File: src/rtl/tile_bist_pkg.sv
// Shared types and constants for the tile BIST engine: FSM states, widths,
// LFSR/MISR tap definitions and their next-state helpers.
package tile_bist_pkg;

    localparam int SIG_W = 16;
    localparam int PAT_W = 8;

    typedef enum logic [1:0] {
        ST_IDLE,
        ST_SETTLE,
        ST_CAPTURE,
        ST_DONE
    } state_e;

    // Pattern LFSR taps at bits 7,5,4,3; MISR feedback taps at bits 15,13,12,10
    localparam logic [PAT_W-1:0] LFSR_TAPS = 8'hB8;
    localparam logic [SIG_W-1:0] MISR_TAPS = 16'hB400;

    localparam logic [PAT_W-1:0] LFSR_SEED_DFLT = 8'h01;
    localparam logic [SIG_W-1:0] MISR_SEED_DFLT = 16'h0000;

    function automatic logic [PAT_W-1:0] lfsr_next(input logic [PAT_W-1:0] q);
        return {q[PAT_W-2:0], ^(q & LFSR_TAPS)};
    endfunction

    function automatic logic [SIG_W-1:0] misr_next(input logic [SIG_W-1:0] sig,
                                                   input logic [PAT_W-1:0] data);
        return {sig[SIG_W-2:0], ^(sig & MISR_TAPS)} ^ {{(SIG_W-PAT_W){1'b0}}, data};
    endfunction

endpackage

File: src/rtl/tile_bist_misr.sv
// 16-bit multiple-input signature register with seed load and capture enable.
// Also exposes the would-be next value so callers can compare before it lands.
module tile_bist_misr
    import tile_bist_pkg::*;
#(
    parameter logic [SIG_W-1:0] SEED = MISR_SEED_DFLT
) (
    input  logic             clk,
    input  logic             rst,
    input  logic             load,
    input  logic             en,
    input  logic [PAT_W-1:0] data,
    output logic [SIG_W-1:0] sig,
    output logic [SIG_W-1:0] sig_nxt
);

    assign sig_nxt = misr_next(sig, data);

    always_ff @(posedge clk or posedge rst) begin
        if (rst)       sig <= SEED;
        else if (load) sig <= SEED;
        else if (en)   sig <= sig_nxt;
    end

endmodule

File: src/rtl/tile_bist.sv
// Stimulus/response BIST for one 8-in/8-out combinational tile: drives counter
// or LFSR patterns, holds each for a settle window, compacts responses in a MISR.
module tile_bist
    import tile_bist_pkg::*;
#(
    parameter int               PATTERN_COUNT = 256,
    parameter int               SETTLE_CYCLES = 2,
    parameter logic [PAT_W-1:0] LFSR_SEED     = LFSR_SEED_DFLT,
    parameter logic [SIG_W-1:0] MISR_SEED     = MISR_SEED_DFLT
) (
    input  logic             clk,
    input  logic             rst,
    input  logic             start,
    input  logic             mode,
    input  logic [SIG_W-1:0] expected,
    output logic [PAT_W-1:0] ui_in_drv,
    input  logic [PAT_W-1:0] uo_out_in,
    output logic             busy,
    output logic             done,
    output logic             pass,
    output logic [SIG_W-1:0] signature
);

    localparam int               CNT_W    = (SETTLE_CYCLES < 2) ? 1 : $clog2(SETTLE_CYCLES + 1);
    localparam logic [CNT_W-1:0] CNT_LOAD = CNT_W'(SETTLE_CYCLES);
    localparam logic [PAT_W-1:0] LAST_IDX = PAT_W'(PATTERN_COUNT - 1);

    state_e           state, state_nxt;
    logic [PAT_W-1:0] idx;
    logic [CNT_W-1:0] cnt;
    logic             mode_q;
    logic             accept;
    logic             last;
    logic [PAT_W-1:0] pat_nxt;
    logic [SIG_W-1:0] sig_nxt;

    assign accept  = start && (state == ST_IDLE || state == ST_DONE);
    assign last    = (idx == LAST_IDX);
    // The driven pattern doubles as the LFSR state, so no separate shift register
    assign pat_nxt = mode_q ? lfsr_next(ui_in_drv) : PAT_W'(idx + 1'b1);
    assign busy    = (state == ST_SETTLE) || (state == ST_CAPTURE);
    assign done    = (state == ST_DONE);

    always_ff @(posedge clk or posedge rst) begin
        if (rst) state <= ST_IDLE;
        else     state <= state_nxt;
    end

    always_comb begin
        state_nxt = state;
        case (state)
            ST_IDLE, ST_DONE: if (start) state_nxt = ST_SETTLE;
            ST_SETTLE:        if (cnt == CNT_W'(1)) state_nxt = ST_CAPTURE;
            ST_CAPTURE:       state_nxt = last ? ST_DONE : ST_SETTLE;
            default:          state_nxt = ST_IDLE;
        endcase
    end

    always_ff @(posedge clk or posedge rst) begin
        if (rst) begin
            idx       <= '0;
            cnt       <= '0;
            mode_q    <= 1'b0;
            ui_in_drv <= '0;
            pass      <= 1'b0;
        end else begin
            case (state)
                ST_IDLE, ST_DONE: begin
                    if (start) begin
                        mode_q    <= mode;
                        idx       <= '0;
                        ui_in_drv <= mode ? LFSR_SEED : '0;
                        cnt       <= CNT_LOAD;
                        pass      <= 1'b0;
                    end
                end
                ST_SETTLE: cnt <= cnt - CNT_W'(1);
                ST_CAPTURE: begin
                    if (last) begin
                        ui_in_drv <= '0;
                        pass      <= (sig_nxt == expected);
                    end else begin
                        idx       <= idx + 1'b1;
                        ui_in_drv <= pat_nxt;
                        cnt       <= CNT_LOAD;
                    end
                end
                default: ;
            endcase
        end
    end

    tile_bist_misr #(.SEED(MISR_SEED)) u_misr (
        .clk     (clk),
        .rst     (rst),
        .load    (accept),
        .en      (state == ST_CAPTURE),
        .data    (uo_out_in),
        .sig     (signature),
        .sig_nxt (sig_nxt)
    );

endmodule
File: config.mk
export PLATFORM = sky130hd
export DESIGN_NAME = tile_bist
export DESIGN_NICKNAME = d
export VERILOG_FILES = /design/src/rtl/tile_bist_pkg.sv /design/src/rtl/tile_bist_misr.sv /design/src/rtl/tile_bist.sv
export SDC_FILE = /design/constraint.sdc
export NUM_CORES = 1
export LEC_CHECK = 0
export ABC_CLOCK_PERIOD_IN_PS = 1800
export CORE_MARGIN = 4
export CORE_UTILIZATION = 44
export CTS_CLUSTER_DIAMETER = 150
export DETAILED_ROUTE_END_ITERATION = 16
export PLACE_DENSITY = 0.8
export SYNTH_ARGS = -nofsm -noshare
export SYNTH_HDL_FRONTEND = slang
export SYNTH_SLANG_ARGS = --single-unit
export TNS_END_PERCENT = 5
File: constraint.sdc
create_clock -name clk -period 1.8 [get_ports clk]
set_clock_uncertainty 0.1 [all_clocks]
set_input_delay 0.36 -clock clk [delete_from_list [all_inputs] [get_ports clk]]
set_output_delay 0.36 -clock clk [all_outputs]
set_load 0.005 [all_outputs]
## Yosys cells after proc, flatten, opt, wreduce, memory -nomap -nowiden

Cells that the tools add are included.
Widths: inputs -> output; s select.

| storage, ports and cells | value |
|---|---|
| input port bits | 28 |
| logic and storage cells | 55 |
| output and inout port bits | 27 |
| register bits | 38 |

| operators by class | value |
|---|---|
| bitwise logic cells | 1 |
| equality and inequality tests | 10 |
| multiplexer cells | 20 |
| add/subtract/negate cells | 2 |
| reductions and logical operators | 15 |

Operators with widths:

| kind | number |
|---|---|
| $mux 8 | 5 |
| $mux 16 | 2 |
| $pmux 8 s2 | 2 |
| $eq 16x16->1 | 1 |
| $reduce_xor 16->1 | 1 |
| $xor 16x8->16 | 1 |
| $pmux 2 s3 | 2 |
| $mux 2 | 5 |
| $add 8x1->8 const B | 1 |
| $eq 8x8->1 const B | 1 |
| $reduce_and 2->1 | 4 |
| $reduce_xor 8->1 | 1 |
| $ne 2x2->1 const B | 3 |
| $reduce_and 3->1 | 2 |
| $eq 2x1->1 const B | 2 |
| $eq 2x2->1 const B | 2 |
| $reduce_bool 2->1 | 2 |
| $mux 1 | 3 |
| $logic_not 2->1 | 1 |
| $logic_or 1x1->1 | 2 |
| $ne 2x1->1 const B | 1 |
| $pmux 1 s2 | 1 |
| $reduce_or 2->1 | 1 |
| $sub 2x1->2 const B | 1 |
| $logic_and 1x1->1 | 1 |

## Depth between registers and ports, before layout

Gate-level depths: netlist of run 1.

| depth | value |
|---|---|
| word-level depth | 5 |
| mapped depth | 8 |
| mapped depth without buffers | 7 |

## Hierarchy

A second synthesis of run 1 with hierarchy kept.

| unflattened totals | value |
|---|---|
| cells, all modules | 229 |
| area, all modules | 2234.6 um2 |

By module, submodules not included:

| module | instances | seq. area each (um2) | cells an instance | area each (um2) |
|---|---|---|---|---|
| tile_bist | 1 | 550.5 | 148 | 1420.1 |
| tile_bist_misr | 1 | 400.4 | 81 | 814.5 |

## Worst setup path after synthesis of run 1

Ideal clock, no wire load.

| timing path | value |
|---|---|
| path type | register to register |
| start point | register state[0] |
| end point | register ui_in_drv[0] |
| required time | 1575 ps |
| data arrival time | 1640 ps |
| setup time | 125 ps |
| period minus slack after synthesis | 1865 ps |
| slack | -65 ps |
| cell stages (with the launch flop) | 7 |
| buffers on the path | 1 |
| cells stage by stage | dfrtp_1 > inv_1 > ha_1 > and2_1 > buf_2 > a21oi_2 > mux2_2 |

| on the way | value |
|---|---|
| longest elaborated chain between the ends | 4 |
| elaborated cells between the ends (all ways) | 8 |
| classes of those cells | eq/ne: 3; mux: 1; reduce/logical: 4 |

Ends and longest elaborated chain:

| element | RTL line | RTL |
|---|---|---|
| start: declaration | tile_bist.sv:28 | `state_e state, state_nxt;` |
| start signal: assignment | tile_bist.sv:46 | `else state <= state_nxt;` |
| $eq 2x2->1 / $logic_not 2->1 (equally long branches) | tile_bist.sv:67 | `case (state)` |
| $reduce_or 2->1 | tile_bist.sv:67 |  |
| $ne 2x2->1 (no line) / $reduce_bool 2->1 (equally long branches) | -- |  |
| $reduce_and 2->1 (no line) | -- |  |
| end signal: assignment | tile_bist.sv:72 | `ui_in_drv <= mode ? LFSR_SEED : '0;` |
| end signal: assignment | tile_bist.sv:84 | `ui_in_drv <= pat_nxt;` |
| end: declaration | tile_bist.sv:16 | `output logic [PAT_W-1:0] ui_in_drv,` |

Parallel ways exist; a longest one is shown, timed or not.
A chain may end at the register's enable or synchronous reset.

## Worst setup path after layout of run 1

| timing path | value |
|---|---|
| start point | register state[1] |
| end point | output busy |

| on the way | value |
|---|---|
| longest elaborated chain between the ends | 2 |
| elaborated cells between the ends (all ways) | 3 |
| classes of those cells | eq/ne: 2; reduce/logical: 1 |

Ends and longest elaborated chain:

| element | RTL line | RTL |
|---|---|---|
| $eq 2x1->1 / $eq 2x2->1 (equally long branches) | tile_bist.sv:41 | `assign busy = (state == ST_SETTLE) \|\| (state == ST_CAPTURE);` |
| $logic_or 1x1->1 (*) | tile_bist.sv:41 |  |
| end: declaration | tile_bist.sv:18 | `output logic busy,` |

Every way passes the cells marked *; elsewhere a longest branch is shown, timed or not.

==> flow_metrics.py, run 1 <==
metrics = {
    "placed_design": {
        "io_buffers": 54,
        "place_hpwl_mm": 3.80,
        "routabilityCongestion": 0.840,
        "dpl.cell_count": 336,
    },
    "timing": {
        "max_freq_ghz": 0.570,
        "hold_violations": 0,
        "fin_crit_sh_pct": 97.4,
        "relSlewSlack_pct": 76.8,
        "hold_ws_ns": 0.321,
        "rsz0062_at_grt": "true",
        "tightestPinTransition_ns": 0.347,
        "slew_viol_final": 0,
        "fin_crit_ns": 1.75,
        "setup_viol": 0,
    },
    "clock_tree": {
        "cts_tree": "built",
        "cts_hold_buf": 0,
        "cts_max_level": 2,
        "cts_buffers": 5,
        "cts_buffer_depth": 2,
        "numClockSinks": 38,
        "clk_pin_slew_ns": 0.07,
        "clk_latency_ns": 0.29,
        "root_buffer": "clkbuf_8",
    },
    "synthesis": {
        "synth_area_leader_cell": "dfrtp_1",
        "postSynthAreaPerCell_sq_um": 9.88,
        "synth_ff_type": "dfrtp_1",
        "yosysTopAreaCellShare_pct": 45.0,
        "synth_nets": 247,
        "async_reset_ff_share_pct": 100,
        "ys_seq_area_share_pct": 45.0,
        "synth-seq-cells": 38,
        "syn_inst": 214,
        "synth.area.top_cells": "dfrtp_1, xnor2_1, mux2i_1",
        "yosysUniqueCellTypes": 34,
        "synth_edf_count": 0,
        "synthesis.area_sq_um": 2110,
        "yosysWarnings": 0,
    },
    "layout": {
        "area_growth_pct": 44.8,
        "stdcell_count": 345,
        "antenna_cells": 0,
        "fin_nets": 325,
        "drive_gt1_share_pct": 16.7,
        "layout_commonest_cell": "clkdlybuf4s50_1",
        "layout_common_cells": "clkdlybuf4s50_1, dfrtp_1, xnor2_1",
        "final_core_util_pct": 67.9,
    },
    "routing": {
        "wl_per_cell_microns": 14.8,
        "route.detailed.drc": 0,
        "postRouteAntennaNets": 0,
        "dr.pass1.iters": 4,
        "wirelength_mm": 5.09,
        "drt_iter0_drc": 48,
        "vias_per_cell": 5.26,
        "vias": 1813,
    },
    "die": {
        "start_util_pct": 46.9,
        "die-area_sq_um": 5980,
        "dieWidth_microns": 77.3,
        "die_y_microns": 77.3,
        "core-area_sq_um": 4500,
        "io_pins": 55,
        "row_count": 24,
    },
    "worst_setup_path": {
        "crit_end": "busy",
        "worstSetupPathType": "reg2out",
        "required_ns": 1.34,
        "start_kind": "flop",
        "cp_data_arrival_time_ns": 1.29,
        "crit_family": "flip-flops",
        "reg2reg_slack_ns": 0.08,
        "cpPeakStageDelay_ns": 0.41,
        "cp_max_fo": 3,
        "path_cells": "ha_4, inv_2, dlygate4sd2_1",
        "endpoint_kind": "output pin",
        "r2r-end": "ui_in_drv[0]$_DFFE_PP0P_",
        "path_buf_inv": 2,
        "cpMaxStageDelayCell": "dfrtp_1",
        "path_depth": 3,
        "cp-startpoint": "state[1]$_DFFE_PP0P_",
        "reg2reg_from": "state[1]$_DFFE_PP0P_",
        "rr_worst_depth": 6,
    },
    "global_route": {
        "grt_pass1_vias": 1787,
        "grt_overflow_total": 0,
        "grt_max_degree": 39,
        "antenna_found_initial": 0,
        "track_usage_pct": 17.4,
        "grt_pass1_wl_mm": 8.41,
    },
    "power": {
        "p_per_area_nw_per_um2": 1020,
        "leakagePower_uw": 0.00128,
        "power_uw": 3140,
        "max-vdd-ir-drop_uv": 678,
    },
    "job": {
        "drv_cap": 0,
    },
    "outcome": {
        "run_status": "finished, final reports clean",
    },
    "worst_hold_path": {
        "hold_path_class": "in2async",
    },
}
[cell type report]
cell class / instances / area (sq um)
clock buffers: 5 / 68.8
clock inverters: 3 / 40.0
fillers: 353 / 1450
inverters: 8 / 30.0
multi-input cells: 161 / 1170
flip-flops and latches: 38 / 951
well taps: 52 / 65.1
repair buffers: 78 / 734
[tightest hold or removal path, delay by kind of cell]
| kind | cells | cell delay, ns |
|---|---|---|
| buf+inv | 3 | 0.72 |
[what timing repair did]
action / 4_1_cts / 5_1_grt
endpoints found under the hold margin: 0 / 0
resized for setup: 4 / 11
endpoints found under the setup margin: 3 / 16
pin swaps: 0 / 3
cloned: 0 / 0
buffers inserted: 1 / 0
[power by group]
part	switching, uW	internal (uW)
sequential	204	1030
clock	302	408
combinational	425	769
[cells in the mapped netlist, drive strengths merged (5+ instances only)]
cell type  count
xor2           9
ha             5
a21oi          8
buf            6
nand2         20
dfrtp         38
nor2          25
xnor2         26
o21ai         18
a211oi         7
inv            8
mux2i         11
[how the worst min path moves through the flow]
| stage | cells past startpoint | slack [ns] | endpoint | from |
|---|---|---|---|---|
| after floorplan | 2 | 0.38 | pass$_DFFE_PP0P_ | pass$_DFFE_PP0P_ |
| after global placement | 2 | 0.40 | ui_in_drv[2]$_DFFE_PP0P_ | ui_in_drv[2]$_DFFE_PP0P_ |
| after detailed placement | 2 | 0.40 | ui_in_drv[2]$_DFFE_PP0P_ | ui_in_drv[2]$_DFFE_PP0P_ |
| after CTS | 3 | 0.33 | idx[6]$_DFFE_PP0P_ | rst |
| after global routing | 3 | 0.35 | idx[6]$_DFFE_PP0P_ | rst |
| final | 3 | 0.32 | state[1]$_DFFE_PP0P_ | rst |
[logic make-up (layout without fill, tap and decap cells)]
logic type               after synthesis  in the layout  share of synthesized area, %
AO/OA/AOI/OAI                         44             44                          13.8
XOR/XNOR                              35             35                          14.5
adder cells (fa/ha/maj)                5              5                          2.96
buffers and inverters                 15             94                          3.08
flip-flops                            38             38                          45.0
multiplexers                          15             15                          7.34
AND/OR/NAND/NOR                       62             62                          13.3
[routing by layer]
metal / GRT usage, % / vias to the layer above / wire length [microns] / share of wire [%]
met2: 28.8 / 40 / 2570 / 50
met3: 5.50 / 4 / 204 / 4.0
li1: - / 894 / - / -
met5: 0 / - / 0 / 0
met1: 22.5 / 875 / 2290 / 45
met4: 3.74 / 0 / 31 / 0.61
[sequential cells by signal, indices dropped and copies added, names as in the netlist]
register,count
ui_in_drv,8
cnt,2
u_misr.sig,16
idx,8
pass,1
mode_q,1
state,2
[through the flow]
| stage | instance area [sq um] | TNS (ns) | setup slack, ns |
|---|---|---|---|
| 3_5_place_dp | 2880 | -0.544 | -0.155 |
| 6_report | 3060 | 0 | 0.0469 |
| 2_1_floorplan | 2120 | 0 | 0.00440 |
| 5_1_grt | 3060 | -0.0731 | -0.0287 |
| 4_1_cts | 3000 | 0 | 0.00362 |
| 3_3_place_gp | 2880 | -0.240 | -0.100 |
(Power assumes the default switching activity.)
==> inputs of run 2 (changes only) <==
CORE_MARGIN = 3   (was 4)
==> run 2 against run 1 <==
  * Cell area is 0.53% lower
  * Maximum frequency is 0.75% lower
  * Sequential share of layout area is 0.29 points higher
  * Highest routed layer unchanged
  * Utilization is 0.36 points lower
  * Clock power is 3% higher
  * Via count is 1.9% lower
  * Sequential cell count stayed put
  * First-iteration DRC count is 40% higher
  * Register-to-register slack worse by 0.03 ns
==> flow_metrics.py, run 2 (synthesis gave the netlist of run 1 again) <==
metrics = {
    "layout": {
        "stdcell_count": 347,
        "fin_nets": 327,
        "largest_reg_flops": 16,
        "antenna_cells": 0,
        "final_core_util_pct": 67.6,
        "layout_commonest_cell": "clkdlybuf4s50_1",
        "regMostFlops": "u_misr.sig",
        "drive_gt1_share_pct": 17.3,
        "layout_common_cells": "clkdlybuf4s50_1, dfrtp_1, xnor2_1",
        "area_growth_pct": 44.0,
        "reg_top3": "u_misr.sig: 16 flops, idx: 8 flops, ui_in_drv: 8 flops",
    },
    "timing": {
        "layout_setup_ws_ns": 0.0337,
        "hold_violations": 0,
        "rsz0062_at_grt": "true",
        "relSlewSlack_pct": 78.8,
        "hold_ws_ns": 0.308,
        "setup_viol": 0,
        "tightestPinTransition_ns": 0.316,
        "fin_crit_sh_pct": 98.1,
        "fin_crit_ns": 1.77,
        "slew_viol_final": 0,
        "max_freq_ghz": 0.566,
    },
    "placed_design": {
        "place_hpwl_mm": 3.83,
        "dp_slack_ns": -0.129,
        "dpl.cell_count": 339,
        "io_buffers": 54,
        "routabilityCongestion": 0.853,
    },
    "clock_tree": {
        "cts_tree": "built",
        "numClockSinks": 38,
        "root_buffer": "clkbuf_8",
        "cts_buffers": 5,
        "cts_max_level": 2,
        "clk_latency_ns": 0.30,
        "cts_hold_buf": 0,
        "cts_buffer_depth": 2,
        "clk_pin_slew_ns": 0.08,
    },
    "worst_setup_path": {
        "crit_family": "flip-flops",
        "start_kind": "flop",
        "endpoint_kind": "output pin",
        "cp_max_fo": 3,
        "path_cells": "ha_4, inv_1, dlygate4sd2_1",
        "path_buf_inv": 2,
        "cpMaxStageDelayCell": "dfrtp_1",
        "cp_data_arrival_time_ns": 1.31,
        "required_ns": 1.34,
        "worstSetupPathType": "reg2out",
        "cpPeakStageDelay_ns": 0.42,
    },
    "die": {
        "start_util_pct": 46.9,
        "die-area_sq_um": 5670,
        "row_count": 24,
        "io_pins": 55,
        "core-area_sq_um": 4500,
        "die_y_microns": 75.3,
        "dieWidth_microns": 75.3,
    },
    "routing": {
        "wl_per_cell_microns": 14.4,
        "vias_per_cell": 5.13,
        "postRouteAntennaNets": 0,
        "drt_iter0_drc": 67,
        "vias": 1779,
        "wirelength_mm": 5.01,
        "dr.pass1.iters": 4,
        "route.detailed.drc": 0,
    },
    "worst_hold_path": {
        "hold_path_class": "in2async",
    },
    "global_route": {
        "grt_max_degree": 39,
        "grt_overflow_total": 0,
        "antenna_found_initial": 0,
        "track_usage_pct": 18.4,
        "grt_pass1_vias": 1748,
        "grt_pass1_wl_mm": 7.89,
    },
    "job": {
        "drv_cap": 0,
    },
    "power": {
        "leakagePower_uw": 0.00127,
        "p_per_area_nw_per_um2": 1040,
        "max-vdd-ir-drop_uv": 687,
    },
    "outcome": {
        "run_status": "finished, final reports clean",
    },
}
-- run 2: cell types whose count changed in the layout (fill, tap and decap cells not counted), moves of 2 or more --
| cell | change |
|---|---|
| dfrtp_1 | -3 |
| dfrtp_2 | +3 |
| buf_4 | +2 |
| clkinv_2 | -2 |
| clkinvlp_4 | +2 |
-- run 2: metrics by stage --
| stage | TNS [ns] | cell area (sq um) | total power, uW |
|---|---|---|---|
| 2_1_floorplan | 0 | 2120 | 1800 |
| 3_3_place_gp | -0.175 | 2900 | 2420 |
| 3_5_place_dp | -0.339 | 2900 | 2450 |
| 4_1_cts | 0 | 3020 | 3190 |
| 5_1_grt | -0.0869 | 3040 | 3360 |
| 6_report | 0 | 3040 | 3160 |
-- run 2: per-layer routing --
metal	GRT usage (%)	part of all wire, %	vias to the layer above
li1	-	-	887
met1	23.7	46	853
met2	30.4	49	32
met3	4.62	4.2	7
met4	6.21	1.3	0
met5	0	0	-
-- run 2: final timing paths --
path / start / endpoint / slack (ns) / depth (start not counted)
max: state[1]$_DFFE_PP0P_ / busy / 0.03 / 3
max in group asynchronous: rst / u_misr.sig[10]$_DFFE_PP0P_ / 1.08 / 3
min in group clk: pass$_DFFE_PP0P_ / pass$_DFFE_PP0P_ / 0.41 / 2
min reg2reg: pass$_DFFE_PP0P_ / pass$_DFFE_PP0P_ / 0.41 / 2
max reg2reg: idx[0]$_DFFE_PP0P_ / ui_in_drv[0]$_DFFE_PP0P_ / 0.05 / 5
min: rst / u_misr.sig[2]$_DFFE_PP0P_ / 0.31 / 3
-- run 2: layout make-up --
type                    count  area (sq um)
clock buffers               5          68.8
clock inverters             3          45.0
fillers                   371          1460
inverters                   8          30.0
multi-input cells         161          1130
flip-flops and latches     38           955
well taps                  52          65.1
repair buffers             80           749
-- run 2: worst reg2reg max path: stages (launching register included) --
cell     delay [ns]
dfrtp_1        0.36
ha_1           0.19
nand3_2        0.15
o31ai_1        0.37
o22ai_1        0.20
mux2_2         0.29
-- run 2: report_power, final --
part	switching [uW]	internal (uW)
sequential	209	1030
clock	317	412
combinational	436	756
-- run 2: what timing repair did --
item,4_1_cts,5_1_grt
pin swaps,1,0
endpoints found under the hold margin,0,0
endpoints found under the setup margin,2,15
setup buffers,0,0
resized for setup,3,7
